$ cat src/rtl/man_tx_frame.sv
// Manchester frame transmitter: latches {payload, parity, stop} on a valid/ready handshake,
// shifts it out MSB first as half-bits on a single clock with an internal divider, then pauses.
module man_tx_frame #(
    parameter int unsigned PAYLOAD_W       = 12,
    parameter int unsigned HALF_BIT_CYCLES = 150,
    parameter int unsigned PAUSE_BITS      = 3,
    parameter bit          PARITY_ODD      = 1'b0
) (
    input  logic                 clk_in,
    input  logic                 rst,
    input  logic                 tx_valid,
    input  logic [PAYLOAD_W-1:0] tx_data,
    input  logic                 tx_abort,
    output logic                 tx_ready,
    output logic                 code,
    output logic                 busy,
    output logic                 frame_done
);

    localparam int unsigned N         = PAYLOAD_W + 2;
    localparam int unsigned HB        = 2 * N;
    localparam int unsigned DIV_W     = (HALF_BIT_CYCLES > 1) ? $clog2(HALF_BIT_CYCLES) : 1;
    localparam int unsigned HB_W      = $clog2(HB);
    localparam int unsigned PAUSE_CYC = 2 * PAUSE_BITS * HALF_BIT_CYCLES;
    localparam int unsigned PAUSE_W   = (PAUSE_CYC > 1) ? $clog2(PAUSE_CYC) : 1;

    localparam logic [DIV_W-1:0]   DIV_LAST   = DIV_W'(HALF_BIT_CYCLES - 1);
    localparam logic [HB_W-1:0]    HB_LAST    = HB_W'(HB - 1);
    localparam logic [PAUSE_W-1:0] PAUSE_LAST = PAUSE_W'((PAUSE_CYC > 0) ? PAUSE_CYC - 1 : 0);

    localparam logic [1:0] ST_IDLE  = 2'd0;
    localparam logic [1:0] ST_SEND  = 2'd1;
    localparam logic [1:0] ST_PAUSE = 2'd2;

    logic [1:0]         state_q, state_d;
    logic [HB-1:0]      sr_q, sr_d;
    logic [DIV_W-1:0]   div_q, div_d;
    logic [HB_W-1:0]    hcnt_q, hcnt_d;
    logic [PAUSE_W-1:0] pcnt_q, pcnt_d;
    logic               code_q, code_d;
    logic               ready_q, ready_d;
    logic               busy_q, busy_d;
    logic               done_q, done_d;

    logic [N-1:0]  word;
    logic [HB-1:0] enc;

    // Each word bit b becomes half-bits {~b, b}, first half in the higher position.
    always_comb begin
        word = {tx_data, (^tx_data) ^ PARITY_ODD, 1'b1};
        enc  = '0;
        for (int i = 0; i < int'(N); i++) begin
            enc[2*i+1] = ~word[i];
            enc[2*i]   = word[i];
        end
    end

    always_comb begin
        state_d = state_q;
        sr_d    = sr_q;
        div_d   = div_q;
        hcnt_d  = hcnt_q;
        pcnt_d  = pcnt_q;
        code_d  = 1'b1;
        done_d  = 1'b0;
        unique case (state_q)
            ST_IDLE: begin
                if (tx_valid) begin
                    state_d = ST_SEND;
                    sr_d    = enc;
                    div_d   = '0;
                    hcnt_d  = '0;
                    code_d  = enc[HB-1];
                end
            end
            ST_SEND: begin
                code_d = sr_q[HB-1];
                if (tx_abort || (div_q == DIV_LAST && hcnt_q == HB_LAST)) begin
                    // Abort wins over a coincident frame completion.
                    code_d  = 1'b1;
                    done_d  = ~tx_abort;
                    pcnt_d  = '0;
                    state_d = (PAUSE_BITS == 0) ? ST_IDLE : ST_PAUSE;
                end else if (div_q == DIV_LAST) begin
                    div_d  = '0;
                    hcnt_d = hcnt_q + 1'b1;
                    sr_d   = {sr_q[HB-2:0], 1'b0};
                    code_d = sr_q[HB-2];
                end else begin
                    div_d = div_q + 1'b1;
                end
            end
            ST_PAUSE: begin
                if (pcnt_q == PAUSE_LAST) begin
                    state_d = ST_IDLE;
                end else begin
                    pcnt_d = pcnt_q + 1'b1;
                end
            end
            default: state_d = ST_IDLE;
        endcase
        ready_d = (state_d == ST_IDLE);
        busy_d  = (state_d != ST_IDLE);
    end

    always_ff @(posedge clk_in or negedge rst) begin
        if (!rst) begin
            state_q <= ST_IDLE;
            sr_q    <= '0;
            div_q   <= '0;
            hcnt_q  <= '0;
            pcnt_q  <= '0;
            code_q  <= 1'b1;
            ready_q <= 1'b1;
            busy_q  <= 1'b0;
            done_q  <= 1'b0;
        end else begin
            state_q <= state_d;
            sr_q    <= sr_d;
            div_q   <= div_d;
            hcnt_q  <= hcnt_d;
            pcnt_q  <= pcnt_d;
            code_q  <= code_d;
            ready_q <= ready_d;
            busy_q  <= busy_d;
            done_q  <= done_d;
        end
    end

    assign tx_ready   = ready_q;
    assign code       = code_q;
    assign busy       = busy_q;
    assign frame_done = done_q;

endmodule

$ cat config.mk
export PLATFORM = sky130hd
export DESIGN_NAME = man_tx_frame
export DESIGN_NICKNAME = d
export VERILOG_FILES = /design/src/rtl/man_tx_frame.sv
export SDC_FILE = /design/constraint.sdc
export NUM_CORES = 1
export LEC_CHECK = 0
export ABC_AREA = 1
export CORE_MARGIN = 2
export CORE_UTILIZATION = 30
export CTS_CLUSTER_SIZE = 20
export DETAILED_ROUTE_END_ITERATION = 8
export SYNTH_ARGS = -nofsm -noshare
export SYNTH_HDL_FRONTEND = slang
export SYNTH_SLANG_ARGS = --single-unit
$ cat constraint.sdc
create_clock -name clk_in -period 3.6 [get_ports clk_in]
set_clock_uncertainty 0.05 [all_clocks]
set_input_delay 0.36 -clock clk_in [delete_from_list [all_inputs] [get_ports clk_in]]
set_output_delay 0.36 -clock clk_in [all_outputs]
set_load 0.03 [all_outputs]
Yosys cells after proc, flatten, opt, wreduce, memory -nomap -nowiden
Index checks and enable logic that the tools add are counted.
Widths: inputs -> output; s select.

word-level totals
  flip-flop bits (word level) = 57
  bits of input ports = 16
  output and inout bits = 4
  word-level logic and storage cells = 72

operators by class
  add/subtract/negate cells = 3
  equal/unequal tests = 10
  multiplexer cells = 25
  bitwise logic cells = 14
  reductions and logical operators = 11

operator list
  operator               number
  $mux 28                3
  $pmux 28 s2            1
  $mux 8                 3
  $mux 10                2
  $pmux 10 s2            1
  $pmux 8 s2             1
  $mux 5                 3
  $not 1->1              14
  $reduce_xor 12->1      1
  $add 10x1->10 const B  1
  $eq 10x10->1 const B   1
  $ne 2x2->1 const B     5
  $pmux 5 s2             1
  $add 8x1->8 const B    1
  $eq 8x8->1 const B     1
  $mux 2                 3
  $pmux 2 s3             1
  $reduce_and 3->1       2
  $reduce_bool 2->1      3
  $add 5x1->5 const B    1
  $eq 5x5->1 const B     1
  $mux 1                 5
  $logic_not 2->1        2
  $reduce_and 4->1       1
  other kinds (5)        5

Depth between registers and ports, before layout
Gate-level depths: netlist of the first run.

  depth after elaboration = 6
  depth in mapped cells = 11
  gate-level depth less buffers = 11

Worst setup path after synthesis of the first run
Ideal clock, no wire load.

  path kind = reg-to-reg
  start point = reg pcnt_q[0]
  end point = reg pcnt_q[7]
  library setup time = 0.122 ns
  arrival time = 1.433 ns
  required time = 3.428 ns
  path slack = 1.995 ns
  stages on the path, launching flop included = 10
  path buffers = 1
  clock period less this slack = 1.605 ns
  path through = dfrtp_1 > ha_1 > inv_1 > nor4_1 > nand2_1 > nand2_1 > nand2_1 > buf_4 > nand2_1 > o21ai_1

between the ends
  cells in the longest elaborated chain, start to end = 3
  elaborated cells between the ends (all ways) = 6
  classes of those cells = add/sub: 1; eq/ne: 2; mux: 2; reduce/logical: 1

RTL lines
  what                                             RTL line  RTL
  start, declared                                  39        logic [PAUSE_W-1:0] pcnt_q, pcnt_d;
  start signal, assigned                           122       pcnt_q <= pcnt_d;
  $add 10x1->10 or $eq 10x10->1 (tied branches)    97, 94
  $mux 10 or $ne 2x2->1 (tied branches)            n/a
  $pmux 10 s2 or $reduce_and 3->1 (tied branches)  n/a

Several ways; a longest one is shown, not always the timed one. The select of a mux whose other input is x is not followed.
A chain may end at the register's enable or synchronous reset.

Worst setup path in the final report of the first run
  start point = reg div_q[1]
  end point = reg sr_q[1]

between the ends
  cells in the longest elaborated chain, start to end = 5
  elaborated cells between the ends (all ways) = 6
  classes of those cells = eq/ne: 3; reduce/logical: 3

RTL lines
  what                                   RTL line  RTL
  start, declared                        37        logic [DIV_W-1:0] div_q, div_d;
  start signal, assigned                 120       div_q <= div_d;
  $eq 8x8->1 (*)                         78, 84
  $logic_and 1x1->1                      78        if (tx_abort || (div_q == DIV_LAST && hcnt_q == HB_LAST)) begin
  $logic_or 1x1->1                       78
  $ne 2x2->1 (no source line)            n/a
  $reduce_and 4->1 (no source line) (*)  n/a
  end signal, assigned                   119       sr_q <= sr_d;
  end, declared                          36        logic [HB-1:0] sr_q, sr_d;

Every way passes the cells marked *; elsewhere a longest branch is shown, timed or not.

==> impl_metrics.ini, run 1 <==
[global_routing]
antenna_found_initial = 0
overflow = 0
grt_max_degree = 56
first_global_vias = 2439
grt.total_usage_pct = 11.9
grt_first_pass_wirelength_um = 10900

[worst_setup_path]
critical_path.startpoint = div_q[1]
path_max_fanout = 55
required_ns = 3.82
path_class = flop to flop
arrival_ns = 2.53
r2r-start = div_q[1]
worst_setup_path_end_kind = flop
startpoint_type = flop

[die]
core_area_um2 = 10300
initial_utilization_pct = 30.8
dieArea_um2 = 11400
dieHeight_um = 107
boundaryPins = 20
die_w_um = 107
rows = 37

[layout]
design_area_um2 = 3640
syn_to_final_growth_pct = 15.0
register_area_um2 = 1430
num_antenna_cells = 0
drive_gt1_share_pct = 10.9
nFillCells = 1111
layout.nets = 447
multi_input_area_um2 = 1510

[timing]
hold_ws_ns = 0.0707
worstMarginPinSlew_ns = 0.820
setup_tns_ns = 0
hold_violations = 0
post-route-period-util_pct = 64.3
finalSetupViolations = 0
relSlewSlack_pct = 45.4
fmax_mhz = 432
period_needed_ns = 2.31
slew_viol_final = 0
rsz0062_at_grt = no

[synthesis]
ys_ff_latch = 57
ys.warnings.count = 0
synth_top_area_cell = dfrtp_1
synth_top_cell_area_share_pct = 43.5
ys.flop_type = dfrtp_1
synth_nets = 428
ys_seq_area_share_pct = 45.2
synth_enable_flop_cells = 0
netlist_area_um2 = 3160
ys_top_cells_by_area = dfrtp_1 43%, nand2_1 18%, nand3_1 5.7%
synthArstFlopShare_pct = 100
synth_area_per_cell_um2 = 7.76
synth_cells = 408
synth_cell_types = 29

[place]
hpwl_um = 4210
place_area_um2 = 3430
place.port_buffers = 19
gp_congestion = 0.818

[detailed_routing]
wl_met3_um = 213
ant_nets = 0
top_layer = met4
wl_per_cell_um = 11.1
drc = 0
met1_length_um = 3200
wl_um = 6290
drtPass1Iterations = 4
wl_met2_um = 2780
vias = 2582
avgViaCountPerCell = 4.55
drtIter0Drc = 125

[pwr]
p_per_area_nw_per_um2 = 370
cellLeakagePower_nw = 1.86
vdd_drop_max_mv = 0.113
design_power_total_mw = 1.34

[worst_hold_path]
worstHoldPathType = input port to asynchronous set/reset pin

[outcome]
status = finished, final reports clean

[clock_tree]
cts_resized = 0
cts_max_level = 3
path_clk_slew_ns = 0.07
numCtsBuffers = 9
clock-root-buffer = clkbuf_8
cts_tree = yes
clock_path_buffers = 2
insertion_delay_ns = 0.33
hold_buffers = 0
post_cts_buffers = 0
clkSinkCount = 57

[job]
drv_cap = 0
-- stage by stage --
stage / utilization [%] / std cells / setup WS (ns)
3_3_place_gp: 33.4 / 552 / 1.29
3_5_place_dp: 33.4 / 552 / 1.29
6_report: 35.4 / 568 / 1.29
4_1_cts: 35.4 / 568 / 1.27
5_1_grt: 35.4 / 568 / 1.03
2_1_floorplan: - / 408 / 1.99
-- per-layer routing --
layer / GRT usage [%] / vias to the layer above
met2: 18.0 / 44
met5: 0 / -
met1: 16.2 / 1187
li1: - / 1340
met4: 4.92 / 0
met3: 3.04 / 11
-- kinds of logic after synthesis --
kind of cell | after synthesis | share of synthesized area (%)
adder cells (fa/ha/maj) | 4 | 1.58
flip-flops | 57 | 45.2
AO/OA/AOI/OAI | 43 | 8.86
multiplexers | 2 | 0.633
buffers and inverters | 44 | 7.08
XOR/XNOR | 14 | 3.88
AND/OR/NAND/NOR | 244 | 32.8
-- synth_stat cells, types with 2 or more instances --
master / number
nand2_1: 155
dfrtp_1: 55
nand3_1: 36
inv_1: 29
nor2_1: 26
o21ai_0: 16
o21ai_2: 16
xor2_1: 11
nor3_1: 8
buf_6: 7
a21oi_1: 4
clkbuf_1: 4
ha_1: 4
nand2_2: 4
nand4_1: 4
o22ai_1: 4
nand3b_1: 3
o21ai_1: 3
or2_2: 3
xnor2_1: 3
buf_2: 2
dfstp_2: 2
mux2i_1: 2
nor3_2: 2
-- placed cells by master, fill, tap and decap left out, drive strengths merged --
| cell | instances |
|---|---|
| clkdlybuf4s50 | 18 |
| nand3 | 37 |
| nor2 | 26 |
| nand4 | 4 |
| buf | 4 |
| a21oi | 4 |
| dfrtp | 55 |
| nor3 | 10 |
| nor4 | 1 |
| xnor2 | 3 |
| mux2i | 2 |
| inv | 29 |
| xor2 | 11 |
| clkbuf | 14 |
| o21ai | 35 |
| clkinv | 2 |
| ha | 4 |
| dfstp | 2 |
| nand2 | 160 |
| bufinv | 1 |
| nand3b | 3 |
| or2 | 3 |
| o22ai | 4 |
-- flip-flops by register name, indices dropped and copies added, names as in the netlist --
register,flops
sr_q,28
pcnt_q,10
div_q,8
hcnt_q,5
state_q,2
busy,1
code,1
frame_done,1
tx_ready,1
-- final cells by class --
| class | instances | share of cell area (%) |
|---|---|---|
| multi-input cells | 307 | 41.5 |
| clock inverters | 2 | 0.963 |
| inverters | 30 | 3.09 |
| well taps | 136 | 4.68 |
| clock buffers | 14 | 4.75 |
| repair buffers | 22 | 5.71 |
| flip-flops and latches | 57 | 39.3 |
-- final timing paths --
kind                       depth (start not counted)  slack [ns]       end
max reg2reg                                       10        1.29   sr_q[1]
max in group asynchronous                          2        2.57  tx_ready
min in group clk_in                                2        0.42  sr_q[10]
min reg2reg                                        2        0.42  sr_q[10]
min                                                1        0.07  div_q[1]
max                                               10        1.29   sr_q[1]
-- worst max-delay path, stage by stage (launching register included) --
cell and delay [ns]:
dfrtp_1 0.40, inv_1 0.08, ha_1 0.14, nand2_1 0.07, nor3_2 0.18, nand2_1 0.22, nand2_2 0.31, nand2_4 0.40
nor2_1 0.27, nand2_1 0.07, nand2_1 0.05
-- report_power, final --
group / total [mW] / switching [mW] / internal, mW
sequential: 0.641 / 0 / 0.641
clock: 0.625 / 0.249 / 0.376
combinational: 0.0792 / 0.0476 / 0.0316
total: 1.34 / 0.296 / 1.05
No activity file was read; power rests on OpenSTA's default activity.
==> inputs of run 2 (changes only) <==
Clock period 3.6 ns to 2.3 ns, I/O delays scaled along.
==> impl_metrics.ini, run 2 (synthesis gave the netlist of run 1 again) <==
[layout]
register_area_um2 = 1430
regMostFlops = sr_q
mostFrequentLayoutCell = nand2_1
drive_gt1_share_pct = 12.0
num_antenna_cells = 0
fin_util_pct = 36.0
multi_input_area_um2 = 1510
nFillCells = 1090
largest_reg_flops = 28
final_cell_mix = 155 x nand2_1, 55 x dfrtp_1, 36 x nand3_1
syn_to_final_growth_pct = 16.8
layout.nets = 450
reg_top3 = sr_q: 28 flops, pcnt_q: 10 flops, div_q: 8 flops

[die]
initial_utilization_pct = 30.8
rows = 37
dieHeight_um = 107
core_area_um2 = 10300
die_w_um = 107
boundaryPins = 20
dieArea_um2 = 11400

[pwr]
p_sw_share_pct = 22.2
p_sw_uw = 489
seq_power_share_pct = 45.5
vdd_drop_max_mv = 0.307
p_per_area_nw_per_um2 = 597
p_int_mw = 1.72
p_clk_share_pct = 48.9
cellLeakagePower_nw = 1.89
pwr-share-comb_pct = 5.6

[timing]
hold_ws_ns = -0.0190
worstMarginPinSlew_ns = 0.721
period_needed_ns = 1.93
hold_violations = 46
relSlewSlack_pct = 51.9
setup_tns_ns = 0
rsz0062_at_grt = no
finalSetupViolations = 0
worst_slack_ns = 0.370
fmax_mhz = 518
slew_viol_final = 0
post-route-period-util_pct = 83.9

[clock_tree]
insertion_delay_ns = 0.34
cts_max_level = 3
clock-root-buffer = clkbuf_8
cts_tree = yes
post_cts_buffers = 0
hold_buffers = 0
clock_path_buffers = 2
numCtsBuffers = 9
path_clk_slew_ns = 0.06
cts_resized = 0
clkSinkCount = 57

[outcome]
status = finished with violations
violations = negative hold slack

[worst_setup_path]
reg2regPathDepth = 8
startpoint_type = flop
required_ns = 2.47
worst_setup_path_end_kind = flop
arrival_ns = 2.10
critical_path.startpoint = pcnt_q[0]
r2r-start = pcnt_q[0]
path_max_fanout = 12
path_class = flop to flop

[detailed_routing]
drtPass1Iterations = 4
avgViaCountPerCell = 4.56
drc = 0
wl_per_cell_um = 11.5
wl_um = 6590
ant_nets = 0
drtIter0Drc = 139
vias = 2606

[global_routing]
grt_max_degree = 58
first_global_vias = 2611
grt.total_usage_pct = 13.1
antenna_found_initial = 0
overflow = 0
grt_first_pass_wirelength_um = 12000

[place]
pre_cts_slack_ns = 0.362
gp_congestion = 0.798
hpwl_um = 4410
place.port_buffers = 19

[job]
drv_cap = 0

[worst_hold_path]
worstHoldPathType = input port to asynchronous set/reset pin
## run 2: worst paths after layout
check,end,slack (ns)
max in group asynchronous,sr_q[13],1.75
max,busy,0.37
min,div_q[3],-0.02
min reg2reg,sr_q[10],0.42
min in group clk_in,sr_q[10],0.42
max reg2reg,busy,0.37
## run 2: stage by stage
step | cell area (um^2) | instances | power (mW)
final | 3690 | 571 | 2.21
after global routing | 3690 | 571 | 2.29
after CTS | 3690 | 571 | 2.24
after detailed placement | 3470 | 555 | 1.15
after global placement | 3470 | 555 | 1.15
after floorplan | 3160 | 408 | 1.08
## run 2: power groups by stage
| stage | sequential (mW) | combinational [mW] | clock [mW] |
|---|---|---|---|
| after global placement | 1.02 | 0.125 | 0 |
| after floorplan | 1.02 | 0.0594 | 0 |
| after detailed placement | 1.02 | 0.128 | 0 |
| after CTS | 1.00 | 0.128 | 1.11 |
| final | 1.00 | 0.125 | 1.08 |
| after global routing | 1.00 | 0.145 | 1.15 |
## run 2: critical path, stage by stage (launching register included)
cell and delay [ns]:
dfrtp_1 0.42, ha_1 0.24, inv_1 0.07, nor4_1 0.21
nand2_1 0.11, nand2_1 0.16, nand2_1 0.28, nor2_1 0.21
inv_1 0.05
## run 2: per-layer routing
metal | up-vias | track usage (%) | routed length, um
met5 | - | 0 | 0
met4 | 0 | 4.64 | 88
met3 | 12 | 3.83 | 233
met2 | 37 | 21.9 | 3180
met1 | 1203 | 16.2 | 3090
li1 | 1354 | - | -
## run 2: layout make-up
cell class	instances	area share, %
well taps	136	4.61
multi-input cells	307	40.9
clock inverters	5	2.10
clock buffers	11	4.10
repair buffers	25	6.57
flip-flops and latches	57	38.7
inverters	30	3.05
==> inputs of run 3 (changes only) <==
Clock period 2.3 ns to 1.6 ns, I/O delays scaled along.
==> impl_metrics.ini, run 3 (synthesis gave the netlist of run 1 again) <==
[detailed_routing]
drc = 0
ant_nets = 0
avgViaCountPerCell = 4.64
wl_per_cell_um = 12.6
drtIter0Drc = 154
drtPass1Iterations = 4
wl_um = 7860
vias = 2893

[die]
boundaryPins = 20
rows = 37
die_w_um = 107
dieHeight_um = 107
core_area_um2 = 10300
dieArea_um2 = 11400
initial_utilization_pct = 30.8

[timing]
fmax_mhz = 563
rsz0062_at_grt = yes
worst_slack_ns = -0.177
setup_tns_ns = -7.14
hold_violations = 0
post-route-period-util_pct = 111
worstMarginPinSlew_ns = 0.344
hold_ws_ns = 0.204
relSlewSlack_pct = 76.9
period_needed_ns = 1.78
slew_viol_final = 0
finalSetupViolations = 56

[pwr]
p_sw_uw = 713
pwr-share-comb_pct = 5.9
p_int_mw = 2.52
p_clk_share_pct = 49.6
design_power_total_mw = 3.24
p_per_area_nw_per_um2 = 724
vdd_drop_max_mv = 0.340
seq_power_share_pct = 44.5
cellLeakagePower_nw = 2.27
p_sw_share_pct = 22.0

[place]
place.port_buffers = 19
hpwl_um = 4760
gp_congestion = 0.790

[layout]
reg_top3 = sr_q: 28 flops, pcnt_q: 10 flops, div_q: 8 flops
layout.nets = 502
final_cell_mix = 138 x nand2_1, 55 x dfrtp_1, 35 x buf_4
drive_gt1_share_pct = 27.3
num_antenna_cells = 0
nFillCells = 994
syn_to_final_growth_pct = 41.4
fin_util_pct = 43.5
regMostFlops = sr_q
mostFrequentLayoutCell = nand2_1
largest_reg_flops = 28

[job]
drv_cap = 0

[clock_tree]
path_clk_slew_ns = 0.07
numCtsBuffers = 9
clkSinkCount = 57
insertion_delay_ns = 0.35
cts_max_level = 3
clock_path_buffers = 2
cts_tree = yes
clock-root-buffer = clkbuf_8

[global_routing]
antenna_found_initial = 0
grt_util_met1_pct = 18.1
gr-max-usage-layer = met2
met2_usage_pct = 26.3
grt_first_pass_wirelength_um = 13800
first_global_vias = 3034
grt_util_met3_pct = 4.92
overflow = 0
grt.total_usage_pct = 15.3
grt_max_degree = 46

[worst_setup_path]
required_ns = 1.82
startpoint_type = flop
path_class = flop to flop
arrival_ns = 2.00
worst_setup_path_end_kind = flop
path_max_fanout = 6

[outcome]
violations = negative setup slack
status = finished with violations

[worst_hold_path]
worstHoldPathType = input port to asynchronous set/reset pin
==> run 3: changes by cell type in the layout (fill, tap and decap cells not counted), moves of 5 or more <==
| cell | change |
|---|---|
| buf_16 | +5 |
| nand2_1 | -17 |
| buf_6 | +7 |
| buf_4 | +30 |
| nand2_4 | +6 |
| nand2_2 | +11 |
| buf_12 | +7 |
==> run 3: path summary, 6_finish.rpt <==
kind,startpoint,endpoint,slack [ns],cells after the start
worst min register to register,sr_q[16],sr_q[16],0.43,2
min in group clk_in,sr_q[16],sr_q[16],0.43,2
worst max-delay path,div_q[1],pcnt_q[2],-0.18,13
worst min-delay path,rst,sr_q[23],0.20,2
max in group asynchronous,rst,code,0.68,3
worst max register to register,div_q[1],pcnt_q[2],-0.18,13
==> run 3: routing by layer <==
layer  vias up  share of wire [%]  wire (um)
met1      1365                 45       3530
met5         -                  0          0
met3         8                4.4        347
li1       1465                  -          -
met2        55                 50       3900
met4         0               0.94         74
==> run 3: through the flow <==
stage	setup slack, ns	instances	area (um^2)
floorplan	0.000524	408	3170
global placement	-0.0550	584	3750
detailed placement	-0.113	584	3750
CTS	-0.103	619	4400
global route	-0.293	623	4470
finish	-0.177	623	4470
==> run 3: what timing repair did <==
item / CTS / global route
hold endpoints to repair: 12 / 0
setup endpoints to repair: 51 / 57
resized for setup: 49 / 7
cloned: 6 / 1
buffers inserted: 12 / 3
pin swaps: 8 / 0
hold buffers: 1 / 0
==> run 3: power by group through the flow <==
| stage | sequential (mW) | clock [mW] | combinational [mW] |
|---|---|---|---|
| 6_report | 1.44 | 1.60 | 0.191 |
| 5_1_grt | 1.44 | 1.72 | 0.224 |
| 4_1_cts | 1.44 | 1.65 | 0.193 |
| 3_5_place_dp | 1.47 | 0 | 0.190 |
| 3_3_place_gp | 1.47 | 0 | 0.186 |
| 2_1_floorplan | 1.47 | 0 | 0.0854 |
==> run 3: layout make-up <==
type	instances	area (um^2)	area share [%]
tap	136	170	3.80
inverter	30	113	2.52
timing repair buffer	76	857	19.2
sequential	57	1430	31.9
clock buffer	12	165	3.69
multi-input combinational	308	1670	37.2
clock inverter	4	73.8	1.65
==> run 3: critical path, stage by stage (launching register included) <==
cell,delay (ns)
dfrtp_1,0.39
inv_2,0.09
ha_4,0.13
nand2_4,0.04
nor3_4,0.17
nand3_2,0.11
buf_4,0.15
buf_6,0.11
nand2_4,0.06
nand2_4,0.05
nand2_4,0.10
buf_12,0.12
nand3_1,0.06
o21ai_1,0.08
